File: config.mk
export PLATFORM = sky130hd
export DESIGN_NAME = ram_arbiter_flat
export DESIGN_NICKNAME = d
export VERILOG_FILES = /design/src/rtl/ram_arbiter_if.sv /design/src/rtl/ram_arbiter.sv /design/src/flat_wrapper.sv
export SDC_FILE = /design/constraint.sdc
export NUM_CORES = 1
export LEC_CHECK = 0
export CAP_MARGIN = 5
export CELL_PAD_IN_SITES_DETAIL_PLACEMENT = 1
export CELL_PAD_IN_SITES_GLOBAL_PLACEMENT = 2
export CORE_MARGIN = 2
export CORE_UTILIZATION = 26
export DETAILED_ROUTE_END_ITERATION = 10
export PLACE_DENSITY = 0.9
export SETUP_SLACK_MARGIN = 0.02
export SLEW_MARGIN = 30
export SYNTH_ARGS = -nofsm -noshare
export SYNTH_HDL_FRONTEND = slang
export SYNTH_SLANG_ARGS = --single-unit
export TNS_END_PERCENT = 1
File: constraint.sdc
create_clock -name clk -period 3.6 [get_ports clk]
set_input_delay 0.54 -clock clk [delete_from_list [all_inputs] [get_ports clk]]
set_output_delay 0.54 -clock clk [all_outputs]
set_load 0.01 [all_outputs]
File: src/rtl/ram_arbiter_if.sv
// rtl/ram_arbiter_if.sv - requester and RAM-side signal bundle for ram_arbiter
//
// Purpose: groups both requester handshakes and the RAM port into one bundle.
// Ports (signals):
//   req_a/req_b, we_a/we_b, addr_a/addr_b, wdata_a/wdata_b : requester inputs
//   ack_a/ack_b, rdata_a/rdata_b, busy                     : arbiter responses
//   mem_address, mem_data_in, mem_write_enable             : arbiter -> RAM
//   mem_data_out                                           : RAM -> arbiter
// Modports: slave = arbiter side, master = requester/RAM side.
interface ram_arbiter_if #(
  parameter int ADDR_WIDTH = 11,
  parameter int DATA_WIDTH = 8
) ();
  logic                  req_a;
  logic                  req_b;
  logic                  we_a;
  logic                  we_b;
  logic [ADDR_WIDTH-1:0] addr_a;
  logic [ADDR_WIDTH-1:0] addr_b;
  logic [DATA_WIDTH-1:0] wdata_a;
  logic [DATA_WIDTH-1:0] wdata_b;
  logic                  ack_a;
  logic                  ack_b;
  logic [DATA_WIDTH-1:0] rdata_a;
  logic [DATA_WIDTH-1:0] rdata_b;
  logic                  busy;
  logic [ADDR_WIDTH-1:0] mem_address;
  logic [DATA_WIDTH-1:0] mem_data_in;
  logic                  mem_write_enable;
  logic [DATA_WIDTH-1:0] mem_data_out;

  modport slave (
    input  req_a, req_b, we_a, we_b, addr_a, addr_b, wdata_a, wdata_b,
    input  mem_data_out,
    output ack_a, ack_b, rdata_a, rdata_b, busy,
    output mem_address, mem_data_in, mem_write_enable
  );

  modport master (
    output req_a, req_b, we_a, we_b, addr_a, addr_b, wdata_a, wdata_b,
    output mem_data_out,
    input  ack_a, ack_b, rdata_a, rdata_b, busy,
    input  mem_address, mem_data_in, mem_write_enable
  );
endinterface

File: src/rtl/ram_arbiter.sv
// rtl/ram_arbiter.sv - two-requester arbiter/sequencer for a single-port RAM
//
// Purpose: serialises accesses from requester A and B onto one synchronous
// single-port RAM through a fixed IDLE -> ACCESS -> WAIT -> ACK sequence,
// alternating on ties, with all outputs registered.
// Ports:
//   clk   : system clock, rising edge
//   reset : asynchronous active-low reset
//   bus   : ram_arbiter_if.slave (requester handshakes + RAM port)
module ram_arbiter #(
  parameter int ADDR_WIDTH = 11,
  parameter int DATA_WIDTH = 8
) (
  input  logic         clk,
  input  logic         reset,
  ram_arbiter_if.slave bus
);

  typedef enum logic [1:0] {
    ST_IDLE   = 2'd0,
    ST_ACCESS = 2'd1,
    ST_WAIT   = 2'd2,
    ST_ACK    = 2'd3
  } state_t;

  state_t state;
  logic   owner_b;       // 1 = current transaction belongs to B
  logic   last_grant_b;  // 1 = B was granted most recently
  logic   op_write;      // current transaction is a write
  logic   grant_a;
  logic   grant_b;

  // A wins when alone or when B held the previous grant.
  always_comb begin
    grant_a = bus.req_a && (!bus.req_b || last_grant_b);
    grant_b = bus.req_b && !grant_a;
  end

  always_ff @(posedge clk or negedge reset) begin
    if (!reset) begin
      state                <= ST_IDLE;
      owner_b              <= 1'b0;
      last_grant_b         <= 1'b1;
      op_write             <= 1'b0;
      bus.ack_a            <= 1'b0;
      bus.ack_b            <= 1'b0;
      bus.rdata_a          <= '0;
      bus.rdata_b          <= '0;
      bus.busy             <= 1'b0;
      bus.mem_address      <= '0;
      bus.mem_data_in      <= '0;
      bus.mem_write_enable <= 1'b0;
    end else begin
      case (state)
        ST_IDLE: begin
          if (grant_a) begin
            bus.mem_address      <= bus.addr_a;
            bus.mem_data_in      <= bus.wdata_a;
            bus.mem_write_enable <= bus.we_a;
            op_write             <= bus.we_a;
            owner_b              <= 1'b0;
            last_grant_b         <= 1'b0;
            bus.busy             <= 1'b1;
            state                <= ST_ACCESS;
          end else if (grant_b) begin
            bus.mem_address      <= bus.addr_b;
            bus.mem_data_in      <= bus.wdata_b;
            bus.mem_write_enable <= bus.we_b;
            op_write             <= bus.we_b;
            owner_b              <= 1'b1;
            last_grant_b         <= 1'b1;
            bus.busy             <= 1'b1;
            state                <= ST_ACCESS;
          end
        end
        ST_ACCESS: begin
          // The RAM commits the access at this edge; drop the strobe now.
          bus.mem_write_enable <= 1'b0;
          state                <= ST_WAIT;
        end
        ST_WAIT: begin
          // mem_data_out reflects the address presented during ACCESS.
          if (owner_b) begin
            if (!op_write) bus.rdata_b <= bus.mem_data_out;
            bus.ack_b <= 1'b1;
          end else begin
            if (!op_write) bus.rdata_a <= bus.mem_data_out;
            bus.ack_a <= 1'b1;
          end
          state <= ST_ACK;
        end
        ST_ACK: begin
          bus.ack_a <= 1'b0;
          bus.ack_b <= 1'b0;
          bus.busy  <= 1'b0;
          state     <= ST_IDLE;
        end
        default: state <= ST_IDLE;
      endcase
    end
  end

endmodule

File: src/flat_wrapper.sv
// flat-port wrapper written by rule: the top's interface ports become plain ports
module ram_arbiter_flat 
#(
  parameter int ADDR_WIDTH = 11,
  parameter int DATA_WIDTH = 8
)
  (clk, reset, bus_req_a, bus_req_b, bus_we_a, bus_we_b, bus_addr_a, bus_addr_b, bus_wdata_a, bus_wdata_b, bus_mem_data_out, bus_ack_a, bus_ack_b, bus_rdata_a, bus_rdata_b, bus_busy, bus_mem_address, bus_mem_data_in, bus_mem_write_enable);
  ram_arbiter_if #(.ADDR_WIDTH(ADDR_WIDTH), .DATA_WIDTH(DATA_WIDTH)) bus_i ();
  input  logic clk;
  input  logic reset;
  input wire logic [$bits(bus_i.req_a)-1:0] bus_req_a;
  input wire logic [$bits(bus_i.req_b)-1:0] bus_req_b;
  input wire logic [$bits(bus_i.we_a)-1:0] bus_we_a;
  input wire logic [$bits(bus_i.we_b)-1:0] bus_we_b;
  input wire logic [$bits(bus_i.addr_a)-1:0] bus_addr_a;
  input wire logic [$bits(bus_i.addr_b)-1:0] bus_addr_b;
  input wire logic [$bits(bus_i.wdata_a)-1:0] bus_wdata_a;
  input wire logic [$bits(bus_i.wdata_b)-1:0] bus_wdata_b;
  input wire logic [$bits(bus_i.mem_data_out)-1:0] bus_mem_data_out;
  output wire logic [$bits(bus_i.ack_a)-1:0] bus_ack_a;
  output wire logic [$bits(bus_i.ack_b)-1:0] bus_ack_b;
  output wire logic [$bits(bus_i.rdata_a)-1:0] bus_rdata_a;
  output wire logic [$bits(bus_i.rdata_b)-1:0] bus_rdata_b;
  output wire logic [$bits(bus_i.busy)-1:0] bus_busy;
  output wire logic [$bits(bus_i.mem_address)-1:0] bus_mem_address;
  output wire logic [$bits(bus_i.mem_data_in)-1:0] bus_mem_data_in;
  output wire logic [$bits(bus_i.mem_write_enable)-1:0] bus_mem_write_enable;
  assign bus_i.req_a = bus_req_a;
  assign bus_i.req_b = bus_req_b;
  assign bus_i.we_a = bus_we_a;
  assign bus_i.we_b = bus_we_b;
  assign bus_i.addr_a = bus_addr_a;
  assign bus_i.addr_b = bus_addr_b;
  assign bus_i.wdata_a = bus_wdata_a;
  assign bus_i.wdata_b = bus_wdata_b;
  assign bus_i.mem_data_out = bus_mem_data_out;
  assign bus_ack_a = bus_i.ack_a;
  assign bus_ack_b = bus_i.ack_b;
  assign bus_rdata_a = bus_i.rdata_a;
  assign bus_rdata_b = bus_i.rdata_b;
  assign bus_busy = bus_i.busy;
  assign bus_mem_address = bus_i.mem_address;
  assign bus_mem_data_in = bus_i.mem_data_in;
  assign bus_mem_write_enable = bus_i.mem_write_enable;
  ram_arbiter #(.ADDR_WIDTH(ADDR_WIDTH), .DATA_WIDTH(DATA_WIDTH)) u_core (.clk(clk), .reset(reset), .bus(bus_i));
endmodule
==> results of run 1 <==
==> cell type report <==
class	instances	area share [%]
sequential	44	35.04
clock inverter	2	1.114
timing repair buffer	93	29.28
clock buffer	6	2.307
tap	102	4.057
multi-input combinational	131	27.84
inverter	3	0.3580
==> worst max-delay path, cell delays in order <==
cell and delay (ns):
clkdlybuf4s50_1 0.71, o21a_1 0.70, nor2_1 0.09, a31oi_1 0.17
==> flip-flops by register name, summed over array words and instances, names as in the netlist <==
register / flops
u_core.bus.rdata_b: 8
u_core.bus.mem_write_enable: 1
u_core.owner_b: 1
u_core.bus.mem_address: 11
u_core.bus.busy: 1
u_core.bus.ack_a: 1
u_core.bus.ack_b: 1
u_core.bus.rdata_a: 8
u_core.op_write: 1
u_core.state: 2
u_core.bus.mem_data_in: 8
u_core.last_grant_b: 1
==> cell usage in the layout, fill, tap and decap left out <==
| master | synthesis | layout |
|---|---|---|
| a21oi_1 | 22 | 22 |
| a31oi_1 | 22 | 22 |
| a32oi_1 | 1 | 1 |
| and2_1 | 1 | 1 |
| buf_4 | 1 | 4 |
| bufinv_16 | 0 | 1 |
| clkbuf_1 | 4 | 1 |
| clkbuf_8 | 0 | 5 |
| clkdlybuf4s50_1 | 0 | 89 |
| clkinv_2 | 0 | 1 |
| dfrtp_1 | 43 | 43 |
| dfstp_2 | 1 | 1 |
| ha_1 | 5 | 5 |
| inv_1 | 3 | 3 |
| mux2_2 | 9 | 9 |
| mux2_4 | 8 | 8 |
| nand2_1 | 2 | 2 |
| nand2b_1 | 2 | 2 |
| nand3_1 | 1 | 1 |
| nand3b_2 | 1 | 1 |
| nor2_1 | 24 | 24 |
| nor2b_1 | 1 | 1 |
| nor2b_4 | 2 | 2 |
| nor3_1 | 1 | 1 |
| nor3b_4 | 1 | 1 |
| o21a_1 | 1 | 1 |
| o21ai_0 | 25 | 25 |
| o21ai_1 | 1 | 1 |
| o31ai_1 | 1 | 1 |
==> cells by family (layout without fill, tap and decap cells) <==
| family | after synthesis | after routing | synth area share [%] |
|---|---|---|---|
| flops | 44 | 44 | 53.43 |
| mux | 17 | 17 | 10.73 |
| buf+inv | 17 | 104 | 4.123 |
| simple gates | 36 | 36 | 9.218 |
| fa+ha+maj | 5 | 5 | 3.032 |
| compound gates | 73 | 73 | 19.47 |
==> power by group through the flow <==
stage	clock network, W	registers (W)	logic (W)
3_3_place_gp	0	0.000920	0.00124
5_1_grt	0.000411	0.000947	0.00141
6_report	0.000371	0.000914	0.00128
2_1_floorplan	0	0.000999	0.000560
4_1_cts	0.000394	0.000919	0.00130
3_5_place_dp	0	0.000924	0.00130
==> worst max path at each step <==
stage | startpoint | endpoint | slack (ns)
after floorplan | u_core.state[0]$_DFFE_PN0P_ | u_core.bus.rdata_a[0]$_DFFE_PN0P_ | 2.01
after global placement | bus_req_b | u_core.bus.mem_write_enable$_DFFE_PN0P_ | 1.32
after detailed placement | bus_req_a | u_core.bus.mem_address[10]$_DFFE_PN0P_ | 1.26
after CTS | bus_req_b | u_core.bus.mem_write_enable$_DFFE_PN0P_ | 1.58
after global routing | bus_req_a | u_core.bus.mem_address[4]$_DFFE_PN0P_ | 1.43
final | bus_req_a | u_core.owner_b$_DFFE_PN0P_ | 1.59
==> metal layers <==
metal	wire length, um	part of all wire, %
met1	2566	43
met2	2913	49
met3	344	5.8
met4	95	1.6
met5	0	0
==> metrics by stage <==
stage	area (sq um)	power (W)	setup slack, ns
after floorplan	2063	0.001559	2.012
after global placement	3035	0.002163	1.322
after detailed placement	3038	0.002222	1.258
after CTS	3146	0.002617	1.579
after global routing	3146	0.002773	1.432
final	3146	0.002564	1.592
==> results.yml, run 1 <==
grt:
  grt_pass1_wl_mm: 9.653
  top_usage_layer: "met2"
  first_global_vias: 1921
  track_usage_pct: 14.34
  antenna_found_initial: 0
  met1_usage_pct: 16.99
  use_met3_pct: 3.787
  grt_use_met2_pct: 25.18
  grt_max_degree: 45
  overflow: 0
synthesis:
  synthCells: 192
  synth_commonest_cells: "dfrtp_1, o21ai_0, nor2_1"
  synth_top_area_share_pct: 52.15
  synthesis.area_sq_mm: 0.002063
  synth-edff-count: 0
  yosysMostFrequentCell: "dfrtp_1"
  synthTopCellsByArea: "dfrtp_1, a31oi_1, o21ai_0, mux2_4, a21oi_1"
  synth_area_leader_cell: "dfrtp_1"
  synthArstFlopShare_pct: 100.0
  synth-main-ff-cell: "dfrtp_1"
  yosysWarnings: 0
  avgSynthCellArea_sq_um: 10.75
  yosys_register_bits: 44
  yosysSeqAreaShare_pct: 53.43
  yosysUniqueCellTypes: 28
  syn-num-nets: 249
layout:
  fin_util_pct: 40.71
  multi_input_area_sq_um: 875.8
  antenna-diode-count: 0
  drive_above_1_share_pct: 11.83
  fin_nets: 335
  fillers: 860
  area_delta_synth_final_pct: 52.46
  layoutNonFillerInstCount: 381
  register_area_sq_mm: 0.001102
power:
  sw_frac_of_total_pct: 34.48
  pwr-share-comb_pct: 49.9
  p_int_w: 0.001680
  sequentialPowerShare_pct: 35.6
  pwr-share-clk_pct: 14.5
  p_per_area_mw_per_mm2: 815.3
  p_leak_nw: 1.255
  p_sw_w: 0.0008843
  peakVddDrop_mv: 0.3344
worst_setup_path:
  cp-end-kind: "register"
  r2r_start: "u_core.state[1]$_DFFE_PN0P_"
  rr_worst_depth: 5
  path_max_fanout: 22
  path_class: "in -> reg"
  r2r_slack_ns: 1.71
  worst-endpoint-required_ns: 3.81
  critPathArrivalTime_ns: 2.21
  critPathLaunchType: "primary input"
  r2r_end: "u_core.owner_b$_DFFE_PN0P_"
flow_run:
  maxCapViolCount: 0
timing:
  maxSlewHeadroom_pct: 39.14
  report.final.slew_viol_count: 0
  max_freq_ghz: 0.4979
  fin_tns_setup_ns: 0
  period_share_pct: 55.79
  finalHoldViolations: 0
  setup_viol: 0
  tightest_slew_ns: 0.9129
  rsz0062_at_grt: "false"
  holdWs_ns: 0.2355
  post-route-min-period_ns: 2.008
  worst_clock_skew_ns: 0.006517
route:
  drc: 0
  routed_wirelength_mm: 5.921
  vias_per_cell: 4.740
  wire_per_inst_um: 15.54
  antenna_left: 0
  drtIter0Drc: 22
  drtPass1Iterations: 4
  vias: 1806
hold_path:
  min_path_type: "in -> async"
clock_tree:
  cts_tree: "done"
  cts_buffers: 5
  clockRootBuffer: "clkbuf_8"
  clock_path_buffers: 2
  clkTransAtPathRegs_ns: 0.08
  htree_levels: 2
  clk-insertion-delay-late_ns: 0.29
  cts_resized: 0
  clock_sinks: 44
  cts_hold_buf: 0
  post_cts.repair.setup_buffers: 0
placement:
  place_congestion: 0.6867
  hpwl_mm: 4.264
  place_inst: 373
  place.port_buffers: 90
run_status:
  status: "finished, final reports clean"
floorplanning:
  start_util_pct: 26.70
  dieArea_sq_mm: 0.008664
  dieHeight_um: 93.08
  die_w_um: 93.08
  core_sq_mm: 0.007727
  rows: 32
  ios: 91
Note: power is estimated with default switching activity, not from simulation.
==> run 2, diff against run 1 <==
- CORE_UTILIZATION: 26 -> 25
- PLACE_DENSITY: 0.9 -> 0.87
- clock period: 3.6 -> 1.9 ns (I/O delays scaled with it)
==> results.yml, run 2 (synthesis gave the netlist of run 1 again) <==
route:
  drtIter0Drc: 95
  wire_per_inst_um: 15.60
  antenna_left: 0
  drc: 0
  vias_per_cell: 4.685
  vias: 1846
  drtPass1Iterations: 4
  routed_wirelength_mm: 6.146
run_status:
  status: "finished, final reports clean"
worst_setup_path:
  cp_slowest_stage_delay_ns: 0.41
  startpoint: "u_core.state[0]$_DFFE_PN0P_"
  rr_worst_depth: 5
  path_class: "reg -> reg"
  r2r_end: "u_core.bus.rdata_a[3]$_DFFE_PN0P_"
  critPathLaunchType: "register"
  cpMostUsedCell: "nor2b_4"
  r2r_start: "u_core.state[0]$_DFFE_PN0P_"
  r2r_slack_ns: 0.20
  crit_slowest_cell: "dfrtp_1"
  worst-endpoint-required_ns: 2.09
  critPathArrivalTime_ns: 1.89
  cp-end-kind: "register"
  path_buf_inv: 1
  crit_chain: "inv_1, ha_1, nor2b_4, nor2b_4, mux2_4"
  cp_top_family: "simple AND/OR/NAND/NOR gates"
  path_max_fanout: 8
timing:
  worst_clock_skew_ns: 0.007494
  period_share_pct: 89.67
  max_freq_ghz: 0.5870
  fin_tns_setup_ns: 0
  tightest_slew_ns: 0.8627
  holdWs_ns: 0.4921
  setup_viol: 0
  maxSlewHeadroom_pct: 42.48
  report.final.slew_viol_count: 0
  rsz0062_at_grt: "false"
  post-route-min-period_ns: 1.704
  finalHoldViolations: 0
placement:
  place.port_buffers: 90
  place_congestion: 0.7112
  hpwl_mm: 4.556
floorplanning:
  start_util_pct: 25.49
  dieArea_sq_mm: 0.008996
  die_w_um: 94.85
  ios: 91
  dieHeight_um: 94.85
  core_sq_mm: 0.008093
  rows: 33
flow_run:
  maxCapViolCount: 0
layout:
  drive_above_1_share_pct: 15.22
  antenna-diode-count: 0
  layout_commonest_cell: "clkdlybuf4s50_1"
  layout_common_cells: "clkdlybuf4s50_1, dfrtp_1, o21ai_0"
  regMostFlops: "u_core.bus.mem_address"
  area_delta_synth_final_pct: 56.34
  largest_reg_flops: 11
  fillers: 939
  fin_nets: 345
power:
  pwr-share-comb_pct: 51.7
  p_sw_w: 0.001713
  sw_frac_of_total_pct: 35.51
  sequentialPowerShare_pct: 35.7
  p_leak_nw: 1.293
  p_per_area_mw_per_mm2: 1495
  pwr-share-clk_pct: 12.5
  p_int_w: 0.003111
  peakVddDrop_mv: 0.5336
grt:
  antenna_found_initial: 0
  grt_max_degree: 28
  overflow: 0
  track_usage_pct: 14.20
  first_global_vias: 1961
  grt_pass1_wl_mm: 9.977
clock_tree:
  clkTransAtPathRegs_ns: 0.09
  clk-insertion-delay-late_ns: 0.30
  cts_resized: 0
  htree_levels: 2
  cts_buffers: 5
  clockRootBuffer: "clkbuf_8"
  clock_path_buffers: 2
  clock_sinks: 44
  cts_tree: "done"
hold_path:
  min_path_type: "in -> async"
run 2: what timing repair did:
item,in CTS,in global routing
endpoints found under the hold margin,18,0
setup buffers,0,0
hold buffers,1,0
run 2: worst register-to-register path, delay by kind of cell (launching register included):
family | cells | cell delay (ns)
adder cells (fa/ha/maj) | 1 | 0.19
buffers and inverters | 1 | 0.13
flip-flops | 1 | 0.41
multiplexers | 1 | 0.34
AND/OR/NAND/NOR | 2 | 0.52
run 2: area by class of cell:
type	instances	area (sq um)	area share [%]
clock buffers	5	68.82	2.133
clock inverters	3	23.77	0.7370
inverters	3	11.26	0.3491
multi-input cells	131	879.6	27.27
flip-flops and latches	44	1102	34.17
well taps	105	131.4	4.073
repair buffers	103	1008	31.26
run 2: how the worst max path moves through the flow:
stage,end,cells after the start
floorplan,u_core.bus.rdata_a[0]$_DFFE_PN0P_,6
global placement,u_core.bus.mem_address[8]$_DFFE_PN0P_,4
detailed placement,u_core.bus.mem_address[5]$_DFFE_PN0P_,4
CTS,u_core.bus.mem_data_in[2]$_DFFE_PN0P_,5
global route,u_core.bus.mem_data_in[6]$_DFFE_PN0P_,5
finish,u_core.bus.rdata_a[3]$_DFFE_PN0P_,5
run 2: metal layers:
metal	GRT usage, %	wire [um]	vias up
met5	0	0	-
met4	3.502	53	0
met3	3.432	343	8
met2	24.23	3106	57
met1	18.08	2642	906
li1	-	-	875
run 2: through the flow:
| step | utilization (%) | power [W] | std cells | area, sq um | worst slack [ns] |
|---|---|---|---|---|---|
| floorplan | - | 0.002955 | 192 | 2063 | 0.3121 |
| global placement | 38.59 | 0.004185 | 385 | 3123 | 0.07818 |
| detailed placement | 38.59 | 0.004272 | 385 | 3123 | 0.01947 |
| CTS | 39.86 | 0.004906 | 394 | 3226 | 0.1649 |
| global route | 39.86 | 0.005189 | 394 | 3226 | 0.04307 |
| finish | 39.86 | 0.004824 | 394 | 3226 | 0.1963 |
run 2: power by group through the flow:
stage               clock network, W  logic [W]  registers, W
finish                      0.000604    0.00250       0.00172
global placement                   0    0.00245       0.00174
global route                0.000671    0.00272       0.00179
CTS                         0.000630    0.00254       0.00174
floorplan                          0    0.00106       0.00189
detailed placement                 0    0.00253       0.00175
==> run 3, diff against run 2 <==
- CORE_ASPECT_RATIO: default -> 1.4
==> results.yml, run 3 (synthesis gave the netlist of run 1 again) <==
grt:
  grt_max_degree: 27
  first_global_vias: 2092
  grt_pass1_wl_mm: 10.39
  track_usage_pct: 14.60
  use_met3_pct: 3.647
  top_usage_layer: "met2"
  overflow: 0
  grt_use_met2_pct: 26.44
  met1_usage_pct: 16.98
  antenna_found_initial: 0
worst_setup_path:
  path_buf_inv: 2
  cp_top_family: "flip-flops"
  cpMostUsedCell: "nor2b_4"
  r2r_slack_ns: 0.14
  rr_worst_depth: 6
  cp-end-kind: "register"
  r2r_start: "u_core.state[0]$_DFFE_PN0P_"
  critPathArrivalTime_ns: 1.92
  cp_slowest_stage_delay_ns: 0.41
  crit_slowest_cell: "dfrtp_1"
  critPathLaunchType: "register"
  r2r_end: "u_core.bus.rdata_a[4]$_DFFE_PN0P_"
  worst-endpoint-required_ns: 2.06
  crit_chain: "inv_1, ha_1, nor2b_4, nor2b_4, buf_12, mux2_4"
  path_class: "reg -> reg"
  path_max_fanout: 8
route:
  vias_per_cell: 4.714
  antenna_left: 0
  drtPass1Iterations: 4
  drtIter0Drc: 50
  vias: 1848
  routed_wirelength_mm: 6.335
  wire_per_inst_um: 16.16
  drc: 0
layout:
  drive_above_1_share_pct: 14.83
  layout_commonest_cell: "clkdlybuf4s50_1"
  largest_reg_flops: 11
  area_delta_synth_final_pct: 60.40
  layout_common_cells: "clkdlybuf4s50_1, dfrtp_1, o21ai_0"
  antenna-diode-count: 0
  fin_nets: 346
  regMostFlops: "u_core.bus.mem_address"
clock_tree:
  htree_levels: 2
  clk-insertion-delay-late_ns: 0.28
  clkTransAtPathRegs_ns: 0.06
  clock_sinks: 44
  clock_path_buffers: 2
  cts_buffers: 5
  clockRootBuffer: "clkbuf_16"
  cts_resized: 0
  cts_tree: "done"
timing:
  setup_slack_ns: 0.1384
  report.final.slew_viol_count: 0
  post-route-min-period_ns: 1.762
  maxSlewHeadroom_pct: 61.74
  period_share_pct: 92.72
  fin_tns_setup_ns: 0
  tightest_slew_ns: 0.5733
  max_freq_ghz: 0.5677
  finalHoldViolations: 0
  setup_viol: 0
  rsz0062_at_grt: "false"
  worst_clock_skew_ns: 0.004775
placement:
  hpwl_mm: 4.768
  place_congestion: 0.7469
  pre_cts_ws_ns: 0.02776
  place.port_buffers: 90
floorplanning:
  ios: 91
  dieHeight_um: 111.5
  dieArea_sq_mm: 0.009006
  rows: 39
  core_sq_mm: 0.008100
  start_util_pct: 25.47
  die_w_um: 80.78
power:
  p_per_area_mw_per_mm2: 1577
  finalPower_w: 0.005219
  peakVddDrop_mv: 0.6109
  p_leak_nw: 1.340
flow_run:
  maxCapViolCount: 0
hold_path:
  min_path_type: "in -> async"
run_status:
  status: "finished, final reports clean"
-- run 3: cell types whose count changed in the layout (fill, tap and decap cells not counted), sizes merged --
cell,change
clkbuf,+1
buf,+1
clkinvlp,-2
bufinv,+1
-- run 3: worst reg2reg max path: stages, from the launching register on --
cell	delay [ns]
dfrtp_1	0.41
inv_1	0.14
ha_1	0.28
nor2b_4	0.20
nor2b_4	0.17
buf_12	0.15
mux2_4	0.30
-- run 3: layer usage --
metal,share of wire (%),vias to the layer above
met5,0,-
met4,0.84,0
li1,-,879
met3,5.7,4
met2,52,74
met1,41,891
-- run 3: worst max-delay path by stage --
stage / from / end / slack, ns / depth (start not counted)
finish: u_core.state[0]$_DFFE_PN0P_ / u_core.bus.rdata_a[4]$_DFFE_PN0P_ / 0.14 / 6
global route: u_core.state[0]$_DFFE_PN0P_ / u_core.bus.rdata_a[0]$_DFFE_PN0P_ / 0.05 / 6
CTS: u_core.state[0]$_DFFE_PN0P_ / u_core.bus.rdata_a[0]$_DFFE_PN0P_ / 0.04 / 5
detailed placement: bus_req_a / u_core.bus.mem_address[7]$_DFFE_PN0P_ / 0.03 / 4
global placement: u_core.state[0]$_DFFE_PN0P_ / u_core.bus.rdata_a[1]$_DFFE_PN0P_ / 0.11 / 5
floorplan: u_core.state[0]$_DFFE_PN0P_ / u_core.bus.rdata_a[0]$_DFFE_PN0P_ / 0.31 / 6
-- run 3: area by class of cell --
class                           instances  area, sq um
Clock buffer                            6        128.9
Clock inverter                          2        35.03
Fill cell                             921         4791
Inverter                                3        11.26
Multi-Input combinational cell        131        875.8
Sequential cell                        44         1102
Tap cell                              102        127.6
Timing Repair Buffer                  104         1028
-- run 3: timing repair --
action | 4_1_cts | 5_1_grt
buffers inserted | 0 | 1
hold endpoints to repair | 17 | 0
hold buffers | 1 | 0
endpoints found under the setup margin | 0 | 8
-- run 3: report_power, final --
group	total, W	switching [W]	internal, W	leakage [nW]
combinational	0.00253	0.00108	0.00145	0.752
sequential	0.00173	0.000309	0.00143	0.508
clock	0.000954	0.000336	0.000618	0.0808
-- run 3: per-stage QoR --
stage | hold WS (ns) | std cells | area (sq um) | util (%)
final | 0.5021 | 392 | 3309 | 40.86
after global routing | 0.5124 | 392 | 3309 | 40.86
after CTS | 0.5061 | 391 | 3289 | 40.61
after detailed placement | 0.2762 | 382 | 3115 | 38.46
after global placement | 0.2641 | 382 | 3115 | 38.46
after floorplan | -0.01059 | 192 | 2063 | -
